==> src/rtl/tproc_mem_pkg.sv <==
// tproc_mem_pkg: shared constants and types for the Tproc local memories.
package tproc_mem_pkg;
   localparam int RDW_WRITE_FIRST = 0;
   localparam int RDW_READ_FIRST  = 1;
   localparam int RDW_NO_CHANGE   = 2;
   localparam int COLL_CNT_W      = 16;
   typedef enum logic {ST_INIT, ST_RUN} init_state_e;
endpackage

==> src/rtl/dpram_init_fsm.sv <==
// dpram_init_fsm: post-reset zero-fill sequencer; its write port is borrowed by port A of the RAM.
module dpram_init_fsm
   import tproc_mem_pkg::*;
#(
   parameter int ADDR_WIDTH    = 4,
   parameter int RAM_DEPTH     = 1 << ADDR_WIDTH,
   parameter int INIT_ON_RESET = 1
) (
   input  logic                  clk,
   input  logic                  rst,
   output logic                  o_busy,
   output logic                  o_fill_we,
   output logic [ADDR_WIDTH-1:0] o_fill_addr
);
   localparam logic [ADDR_WIDTH-1:0] LAST = ADDR_WIDTH'(RAM_DEPTH - 1);
   init_state_e r_state, w_next;
   logic [ADDR_WIDTH-1:0] r_ptr;
   always_ff @(posedge clk) begin
      if (rst) begin
         r_state <= (INIT_ON_RESET != 0) ? ST_INIT : ST_RUN;
         r_ptr   <= '0;
      end else begin
         r_state <= w_next;
         r_ptr   <= (r_state == ST_INIT) ? r_ptr + 1'b1 : '0;
      end
   end
   always_comb w_next = (r_state == ST_INIT && r_ptr == LAST) ? ST_RUN : r_state;
   always_comb begin
      o_busy      = (r_state == ST_INIT);
      o_fill_we   = o_busy;
      o_fill_addr = r_ptr;
   end
endmodule

==> src/rtl/true_dpram_be.sv <==
// true_dpram_be: single-clock true dual-port RAM with byte enables, selectable read-during-write,
// optional output register, zero-fill after reset and a same-address collision monitor.
module true_dpram_be
   import tproc_mem_pkg::*;
#(
   parameter int DATA_WIDTH    = 64,
   parameter int ADDR_WIDTH    = 4,
   parameter int RAM_DEPTH     = 1 << ADDR_WIDTH,
   parameter int BYTE_WIDTH    = 8,
   parameter int RDW_MODE      = 0,
   parameter int OUT_REG       = 0,
   parameter int INIT_ON_RESET = 1
) (
   input  logic                             clk,
   input  logic                             rst,
   input  logic                             en_a,
   input  logic [DATA_WIDTH/BYTE_WIDTH-1:0] we_a,
   input  logic [ADDR_WIDTH-1:0]            addr_a,
   input  logic [DATA_WIDTH-1:0]            data_a,
   output logic [DATA_WIDTH-1:0]            q_a,
   output logic                             vld_a,
   input  logic                             en_b,
   input  logic [DATA_WIDTH/BYTE_WIDTH-1:0] we_b,
   input  logic [ADDR_WIDTH-1:0]            addr_b,
   input  logic [DATA_WIDTH-1:0]            data_b,
   output logic [DATA_WIDTH-1:0]            q_b,
   output logic                             vld_b,
   output logic                             init_busy,
   output logic                             collision,
   output logic [COLL_CNT_W-1:0]            coll_cnt
);
   localparam int NB = DATA_WIDTH / BYTE_WIDTH;

   if (DATA_WIDTH % BYTE_WIDTH != 0) begin : g_bad_lanes
      $error("DATA_WIDTH must be a multiple of BYTE_WIDTH");
   end
   if (RDW_MODE > 2) begin : g_bad_mode
      $error("RDW_MODE must be 0, 1 or 2");
   end
   if (RAM_DEPTH > (1 << ADDR_WIDTH)) begin : g_bad_depth
      $error("RAM_DEPTH exceeds the address space");
   end

   function automatic logic [DATA_WIDTH-1:0] f_merge(input logic [DATA_WIDTH-1:0] old,
                                                     input logic [DATA_WIDTH-1:0] din,
                                                     input logic [NB-1:0] we);
      f_merge = old;
      for (int i = 0; i < NB; i++)
         if (we[i]) f_merge[i*BYTE_WIDTH +: BYTE_WIDTH] = din[i*BYTE_WIDTH +: BYTE_WIDTH];
   endfunction

   logic [DATA_WIDTH-1:0] r_mem [RAM_DEPTH];
   logic                  w_busy, w_fill_we;
   logic [ADDR_WIDTH-1:0] w_fill_addr, w_addr_pa;
   logic                  w_acc_a, w_acc_b, w_wr_a, w_wr_b, w_coll;
   logic [DATA_WIDTH-1:0] w_old_a, w_old_b, w_fin_a, w_fin_b, w_din_pa;
   logic [NB-1:0]         w_we_pa, w_we_pb;
   logic                  w_v1 [2];
   logic [DATA_WIDTH-1:0] w_rd [2];
   logic                  r_v1 [2];
   logic                  r_v2 [2];
   logic [DATA_WIDTH-1:0] r_d1 [2];
   logic [DATA_WIDTH-1:0] r_d2 [2];
   logic                  r_coll;
   logic [COLL_CNT_W-1:0] r_cnt;

   dpram_init_fsm #(
      .ADDR_WIDTH   (ADDR_WIDTH),
      .RAM_DEPTH    (RAM_DEPTH),
      .INIT_ON_RESET(INIT_ON_RESET)
   ) u_init (
      .clk        (clk),
      .rst        (rst),
      .o_busy     (w_busy),
      .o_fill_we  (w_fill_we),
      .o_fill_addr(w_fill_addr)
   );

   always_comb begin
      w_acc_a   = en_a & ~w_busy & ~rst;
      w_acc_b   = en_b & ~w_busy & ~rst;
      w_wr_a    = w_acc_a & (|we_a);
      w_wr_b    = w_acc_b & (|we_b);
      w_coll    = w_acc_a & w_acc_b & (addr_a == addr_b) & (w_wr_a | w_wr_b);
      w_we_pa   = w_fill_we ? '1 : (w_acc_a ? we_a : '0);
      w_addr_pa = w_fill_we ? w_fill_addr : addr_a;
      w_din_pa  = w_fill_we ? '0 : data_a;
      w_we_pb   = w_acc_b ? we_b : '0;
      w_old_a   = r_mem[addr_a];
      w_old_b   = r_mem[addr_b];
      // final stored word: B lanes first, A lanes override where both write the same address
      w_fin_a   = f_merge((w_wr_b && addr_b == addr_a) ? f_merge(w_old_a, data_b, we_b) : w_old_a,
                          data_a, we_a);
      w_fin_b   = (w_wr_a && addr_a == addr_b) ? f_merge(f_merge(w_old_b, data_b, we_b), data_a, we_a)
                                               : f_merge(w_old_b, data_b, we_b);
      w_rd[0]   = (w_wr_a && RDW_MODE == RDW_WRITE_FIRST) ? w_fin_a : w_old_a;
      w_rd[1]   = (w_wr_b && RDW_MODE == RDW_WRITE_FIRST) ? w_fin_b : w_old_b;
      w_v1[0]   = w_acc_a & ~(w_wr_a && RDW_MODE == RDW_NO_CHANGE);
      w_v1[1]   = w_acc_b & ~(w_wr_b && RDW_MODE == RDW_NO_CHANGE);
   end

   always_ff @(posedge clk) begin
      for (int i = 0; i < NB; i++) begin
         if (w_we_pb[i]) r_mem[addr_b][i*BYTE_WIDTH +: BYTE_WIDTH] <= data_b[i*BYTE_WIDTH +: BYTE_WIDTH];
         if (w_we_pa[i]) r_mem[w_addr_pa][i*BYTE_WIDTH +: BYTE_WIDTH] <= w_din_pa[i*BYTE_WIDTH +: BYTE_WIDTH];
      end
   end

   always_ff @(posedge clk) begin
      if (rst) begin
         for (int p = 0; p < 2; p++) begin
            r_v1[p] <= 1'b0;
            r_v2[p] <= 1'b0;
            r_d1[p] <= '0;
            r_d2[p] <= '0;
         end
         r_coll <= 1'b0;
         r_cnt  <= '0;
      end else begin
         for (int p = 0; p < 2; p++) begin
            r_v1[p] <= w_v1[p];
            r_v2[p] <= r_v1[p];
            if (w_v1[p]) r_d1[p] <= w_rd[p];
            if (r_v1[p]) r_d2[p] <= r_d1[p];
         end
         r_coll <= w_coll;
         if (w_coll && r_cnt != '1) r_cnt <= r_cnt + 1'b1;
      end
   end

   always_comb begin
      q_a       = (OUT_REG != 0) ? r_d2[0] : r_d1[0];
      q_b       = (OUT_REG != 0) ? r_d2[1] : r_d1[1];
      vld_a     = (OUT_REG != 0) ? r_v2[0] : r_v1[0];
      vld_b     = (OUT_REG != 0) ? r_v2[1] : r_v1[1];
      init_busy = w_busy;
      collision = r_coll;
      coll_cnt  = r_cnt;
   end
endmodule

==> config.mk <==
export PLATFORM = sky130hd
export DESIGN_NAME = true_dpram_be
export DESIGN_NICKNAME = d
export VERILOG_FILES = /design/src/rtl/tproc_mem_pkg.sv /design/src/rtl/dpram_init_fsm.sv /design/src/rtl/true_dpram_be.sv
export SDC_FILE = /design/constraint.sdc
export NUM_CORES = 2
export LEC_CHECK = 0
export BUFFER_PORTS_ARGS = -buffer_cell sky130_fd_sc_hd__buf_2
export CORE_MARGIN = 5
export CORE_UTILIZATION = 40
export CTS_CLUSTER_SIZE = 20
export DETAILED_ROUTE_END_ITERATION = 7
export PLACE_DENSITY = 0.55
export SYNTH_ARGS = -nofsm -noshare
export SYNTH_HDL_FRONTEND = slang
export SYNTH_SLANG_ARGS = --single-unit
==> constraint.sdc <==
create_clock -name clk -period 4.6 [get_ports clk]
set_clock_uncertainty 0.05 [all_clocks]
set_input_delay 0.69 -clock clk [delete_from_list [all_inputs] [get_ports clk]]
set_output_delay 0.69 -clock clk [all_outputs]
set_load 0.01 [all_outputs]
; ---- Word level (Yosys, flattened, before mapping)
; Memories as Yosys holds them, arrays and structs flattened.
; Cells that the tools add are included.
[op_classes]
n_mux = 86
n_mul = 0
n_eq_ne = 4
reduce_logical = 7
magnitude_cmp = 0
n_div = 0
bitwise_logic = 16
add_sub_neg = 2
n_shift = 0
[op_table]
columns = cell, n
row1 = $mux W64, 7
row2 = $mux W8, 35
row3 = $mux W1, 43
row4 = $add A16 B1 Y16 const B, 1
row5 = $ne A16 B16 Y1 const B, 1
row6 = $reduce_or A8 Y1, 2
row7 = $and A1 B1 Y1, 9
row8 = $eq A4 B4 Y1, 2
row9 = $or A1 B1 Y1, 5
row10 = $add A4 B1 Y4 const B, 1
row11 = $eq A4 B4 Y1 const B, 1
row12 = $logic_and A1 B1 Y1, 4
row13 = $mux W4, 1
row14 = $not A1 Y1, 2
row15 = $reduce_or A2 Y1, 1
[word_totals]
mem_count = 3
output_inout_bits = 148
latchBits = 0
input_bits = 156
mem_bits_rw = 1154
word_cells = 122
register_bits = 22
mem_bits_ro = 0
[mem_list]
columns = name, words, word_bits, read_ports, rd_ports_with_merged_regs, wr, line_no
row1 = r_mem, 16, 64, 2, 0, 2, true_dpram_be.sv:52  ; logic [DATA_WIDTH-1:0] r_mem [RAM_DEPTH];
row2 = r_d1, 2, 64, 2, 0, 2, true_dpram_be.sv:62  ; logic [DATA_WIDTH-1:0] r_d1 [2];
row3 = r_v1, 2, 1, 2, 0, 2, true_dpram_be.sv:60  ; logic r_v1 [2];

; ---- Logic depth before layout (Yosys ltp)
[logic_depth]
depth_word = 8
ltp_mapped = 10
mapped_depth_nobuf = 6

; ---- By module
; From an unflattened synthesis, not the netlist that was laid out.
[hier_totals]
hier_cells = 5655
hier_area_um2 = 66017.1
[by_module_without_submodules]
columns = mod, area_each_um2, seq_area_each_um2, n_inst, cells_per_inst
row1 = true_dpram_be, 65828.1, 34973.5, 1, 5637
row2 = dpram_init_fsm, 188.9, 100.1, 1, 18

; ---- Worst setup path after synthesis
; OpenSTA, ideal clock, no wires.
[synth_path]
kind = register to register
from = register u_init.r_state
to = memory r_d1[0][0], enable pin
stages_incl_launch_ff = 8
t_required_ns = 4.130
setup_slack_ns = 1.333
n_path_buf = 6
synth_period_minus_slack_ns = 3.267
setup_time_ns = 0.420
arrival_ns = 2.796
cell_sequence = dfxtp_1 buf_4 buf_6 buf_2 buf_2 clkbuf_1 clkbuf_1 a21o_1
[synth_rtl]
columns = item, line_no
row1 = start: declaration, dpram_init_fsm.sv:16  ; init_state_e r_state, w_next;
row2 = start signal: assignment, dpram_init_fsm.sv:20  ; r_state <= (INIT_ON_RESET != 0) ? ST_INIT : ST_RUN;
row3 = start signal: assignment, dpram_init_fsm.sv:23  ; r_state <= w_next;
row4 = end: declaration, true_dpram_be.sv:62

==> impl_summary.log <==
INFO  metric first_pass_grt_wire_length = 365.3 mm
INFO  metric cts_post_setup_buffers_inserted = 0
INFO  metric synth.ff_latch_count = about 1.2k
INFO  metric setup.worst_path.class = reg -> reg
INFO  metric clk_sink_count = 1176
INFO  metric floorplan.initialDensity = 0.4024
INFO  metric outcome = finished clean
INFO  metric synthesis.nets = just over 5k
INFO  metric slew_headroom = 0.05913
INFO  metric commonest_register_cell_after_synthesis = edfxtp_1
INFO  metric wl_per_cell = 34.45 µm
INFO  metric largest_buffer_count_on_any_clock_path = 3
INFO  metric die-height = between 400 and 500 µm
INFO  metric timing.final.max_slew_violations = 0
INFO  metric synth.avg_cell_area = ~14 µm²
INFO  metric vias_in_the_first_global_route = between 40k and 50k
INFO  metric clock-root-buffer = clkbuf_16
INFO  metric achievable_clock_frequency = between 0.2 and 0.3 GHz
INFO  metric syn_to_final_growth = 13.46%
INFO  metric power.density = around 340 nW/µm²
INFO  metric max-cap-violations = 0
INFO  metric total_of_warnings_raised_by_yosys = 0
INFO  metric drive_above_1_share = 0.3776
INFO  metric startpoint_type = flip-flop
INFO  metric groute.layer.met1.usage = 0.3634
INFO  metric rows = ~150
INFO  metric detailedRoute.firstPassIterationCount = 6
INFO  metric clock_latency_on_the_worst_skew_pair = 0.81 ns
INFO  metric die-area = between 150000 and 200000 µm²
INFO  metric whs = 0.07489 ns
INFO  metric synth_async_sr_flop_share = 0
INFO  metric finalPower = around 26 mW
INFO  metric synth_most_common_cell = edfxtp_1
INFO  metric busiest_layer = met2
INFO  metric track_usage = 0.2845
INFO  metric floorplan.die.width = between 400 and 500 µm
INFO  metric layout_worst_path_cycle_share = 0.8539
INFO  metric yosys-top-cells-count = edfxtp_1, nand2_1, o21ai_0
INFO  metric min_delay_worst_endpoint = u_init.o_fill_addr[0]
INFO  metric nFillCells = 15.11k
INFO  metric ctsHtreeMaxLevel = 4
INFO  metric reg2reg_to = r_mem[14][48]
INFO  metric hold_path_depth = 2
INFO  metric cp_data_required_time = between 5 and 6 ns
INFO  metric path_clk_slew = approximately 0.06 ns
INFO  metric netlist-cell-type-count = 78
INFO  metric fp.coreArea = about 170000 µm²
INFO  metric grt_antenna_before_repair = 44
INFO  metric ir_worst_vdd = around 0.00036 V
INFO  metric yosys.area.top_type = edfxtp_1
INFO  metric vias_per_cell = roughly 6.5
INFO  metric grt_max_degree = between 100 and 150
INFO  metric grt.met2_usage = 0.4416
INFO  metric netlist_top_cells_area = edfxtp_1, mux4_2, mux2_2, o21ai_0, nand2_1
INFO  metric synth.cell_area = 68270 µm²
INFO  metric synth_seq_area_share = 0.5137
INFO  metric grt.overflow.total = 0
INFO  metric antenna_violating_nets_post_route = 0
INFO  metric critPathCaptureType = flip-flop
INFO  metric max_fanout_on_critical_path = 38
INFO  metric tritoncts.num_buffers = 142
INFO  metric detail_route.iter0.violations = 7212
INFO  metric portBuffers = about 300
INFO  metric post_cts_resized = 0
INFO  metric worstReg2RegStart = u_init.r_state
INFO  metric synthesized_instance_count = between 4k and 5k
INFO  metric synth_edf_count = between 1k and 1.5k
INFO  metric hold_path.class = in -> reg
INFO  metric tritoncts = done
INFO  metric power.leakage = 26.64 nW
INFO  metric finish.net_count = 5362
INFO  metric totalWireLength = about 260 mm
INFO  metric dp_hpwl = roughly 170 mm
INFO  metric worst_hold_startpoint = rst
INFO  metric worstMarginPinSlew = around 1.4 ns
INFO  metric grt_setup_unrepaired = no
INFO  metric timing.final.hold_violations = 0
INFO  metric timing.critical_path.arrival = 4.35 ns
INFO  metric timing.final.crit_period = a little under 4 ns
INFO  metric global_route.usage.met3 = 0.06476
INFO  metric rr_worst_depth = 8
INFO  metric drc_errors = 0
INFO  metric io_pins = between 300 and 400
INFO  metric final.setup.tns = 0 ns
INFO  metric synthDominantCellAreaShare = 0.5067
INFO  metric place_congestion = between 0.9 and 1
INFO  metric routed-via-count = 49.33k
INFO  metric cts_hold_repair.buffers = 0
INFO  metric timing.reg2reg.setup_slack = 0.67 ns
INFO  metric report.final.setup_viol = 0
==> cells in the final DEF (no fill, tap or decap), drive strengths merged, types with 12 or more instances in the layout <==
| master | instances |
|---|---|
| mux2 | 559 |
| edfxtp | 1152 |
| mux2i | 12 |
| buf | 594 |
| diode | 40 |
| o22ai | 59 |
| and2 | 64 |
| nor3 | 31 |
| a211o | 48 |
| clkinv | 52 |
| clkbuf | 172 |
| nor2 | 56 |
| nand2 | 703 |
| a31oi | 21 |
| a22oi | 84 |
| and3 | 18 |
| or4 | 12 |
| mux4 | 615 |
| or3 | 58 |
| o21ai | 646 |
| a21oi | 38 |
| nor2b | 14 |
| nand3 | 39 |
| dfxtp | 24 |
| inv | 93 |
| o2111a | 17 |
| o221ai | 19 |
==> worst max-delay path: stages, from the launching register on <==
cell	delay, ns
dfxtp_4	0.49
inv_2	0.10
buf_4	0.34
a31oi_1	0.13
buf_4	0.20
nor2_2	0.91
nand2_1	0.79
o21ai_0	0.25
buf_4	0.30
==> worst max path at each step <==
| stage | from | endpoint | slack (ns) | depth (start not counted) |
|---|---|---|---|---|
| 2_1_floorplan | u_init.r_state | r_d1[0][0] | 1.33 | 7 |
| 3_3_place_gp | addr_a[0] | r_mem[13][29] | 0.36 | 7 |
| 3_5_place_dp | addr_a[0] | r_mem[13][29] | 0.32 | 7 |
| 4_1_cts | u_init.r_state | r_mem[11][34] | 0.92 | 7 |
| 5_1_grt | u_init.r_state | r_mem[13][29] | 0.73 | 6 |
| 6_report | u_init.r_state | r_mem[14][48] | 0.67 | 8 |
==> power breakdown <==
part | total [mW] | switching, mW | internal (mW)
registers | 12.3 | 0.144 | 12.1
logic | 3.14 | 1.81 | 1.33
clock network | 11.0 | 4.77 | 6.27
total | 26.4 | 6.73 | 19.7
==> area by class of cell <==
cell class	count	area (µm²)	area share
antenna	40	100.1	0.001292
clock buffer	172	3666	0.04733
clock inverter	80	757.0	0.009772
inverter	81	304.0	0.003925
multi-input combinational	3209	30870	0.3985
sequential	1176	35080	0.4528
tap	2218	2775	0.03583
timing repair buffer	594	3913	0.05051
==> kinds of logic after synthesis <==
family,share of synthesized area
AND/OR/NAND/NOR,0.06744
multiplexers,0.2969
AO/OA/AOI/OAI,0.08478
adder cells (fa/ha/maj),0.0003665
XOR/XNOR,0.001210
flip-flops,0.5137
buffers and inverters,0.03561
==> routing by layer <==
metal	part of all wire	vias to the layer above	wire, µm
met3	0.10	668	26330
li1	-	20260	-
met5	0.00010	-	27
met4	0.065	4	17070
met1	0.37	25290	96270
met2	0.46	3117	121100
==> registers in the layout (all words and copies together) (netlist names) <==
name,flops
u_init.r_state,1
r_mem,1024
u_init.o_fill_addr,4
r_v1,2
collision,1
r_d1,128
coll_cnt,16
==> through the flow <==
stage | worst slack [ns] | utilization | cell area, µm² | instances
CTS | 0.9212 | 0.4560 | 77360 | 7530
floorplan | 1.333 | - | 68270 | 4966
global placement | 0.3574 | 0.4299 | 72940 | 7278
finish | 0.6722 | 0.4566 | 77460 | 7570
detailed placement | 0.3230 | 0.4299 | 72940 | 7278
global route | 0.7275 | 0.4563 | 77420 | 7554
Power figures use the tool's default switching activity.
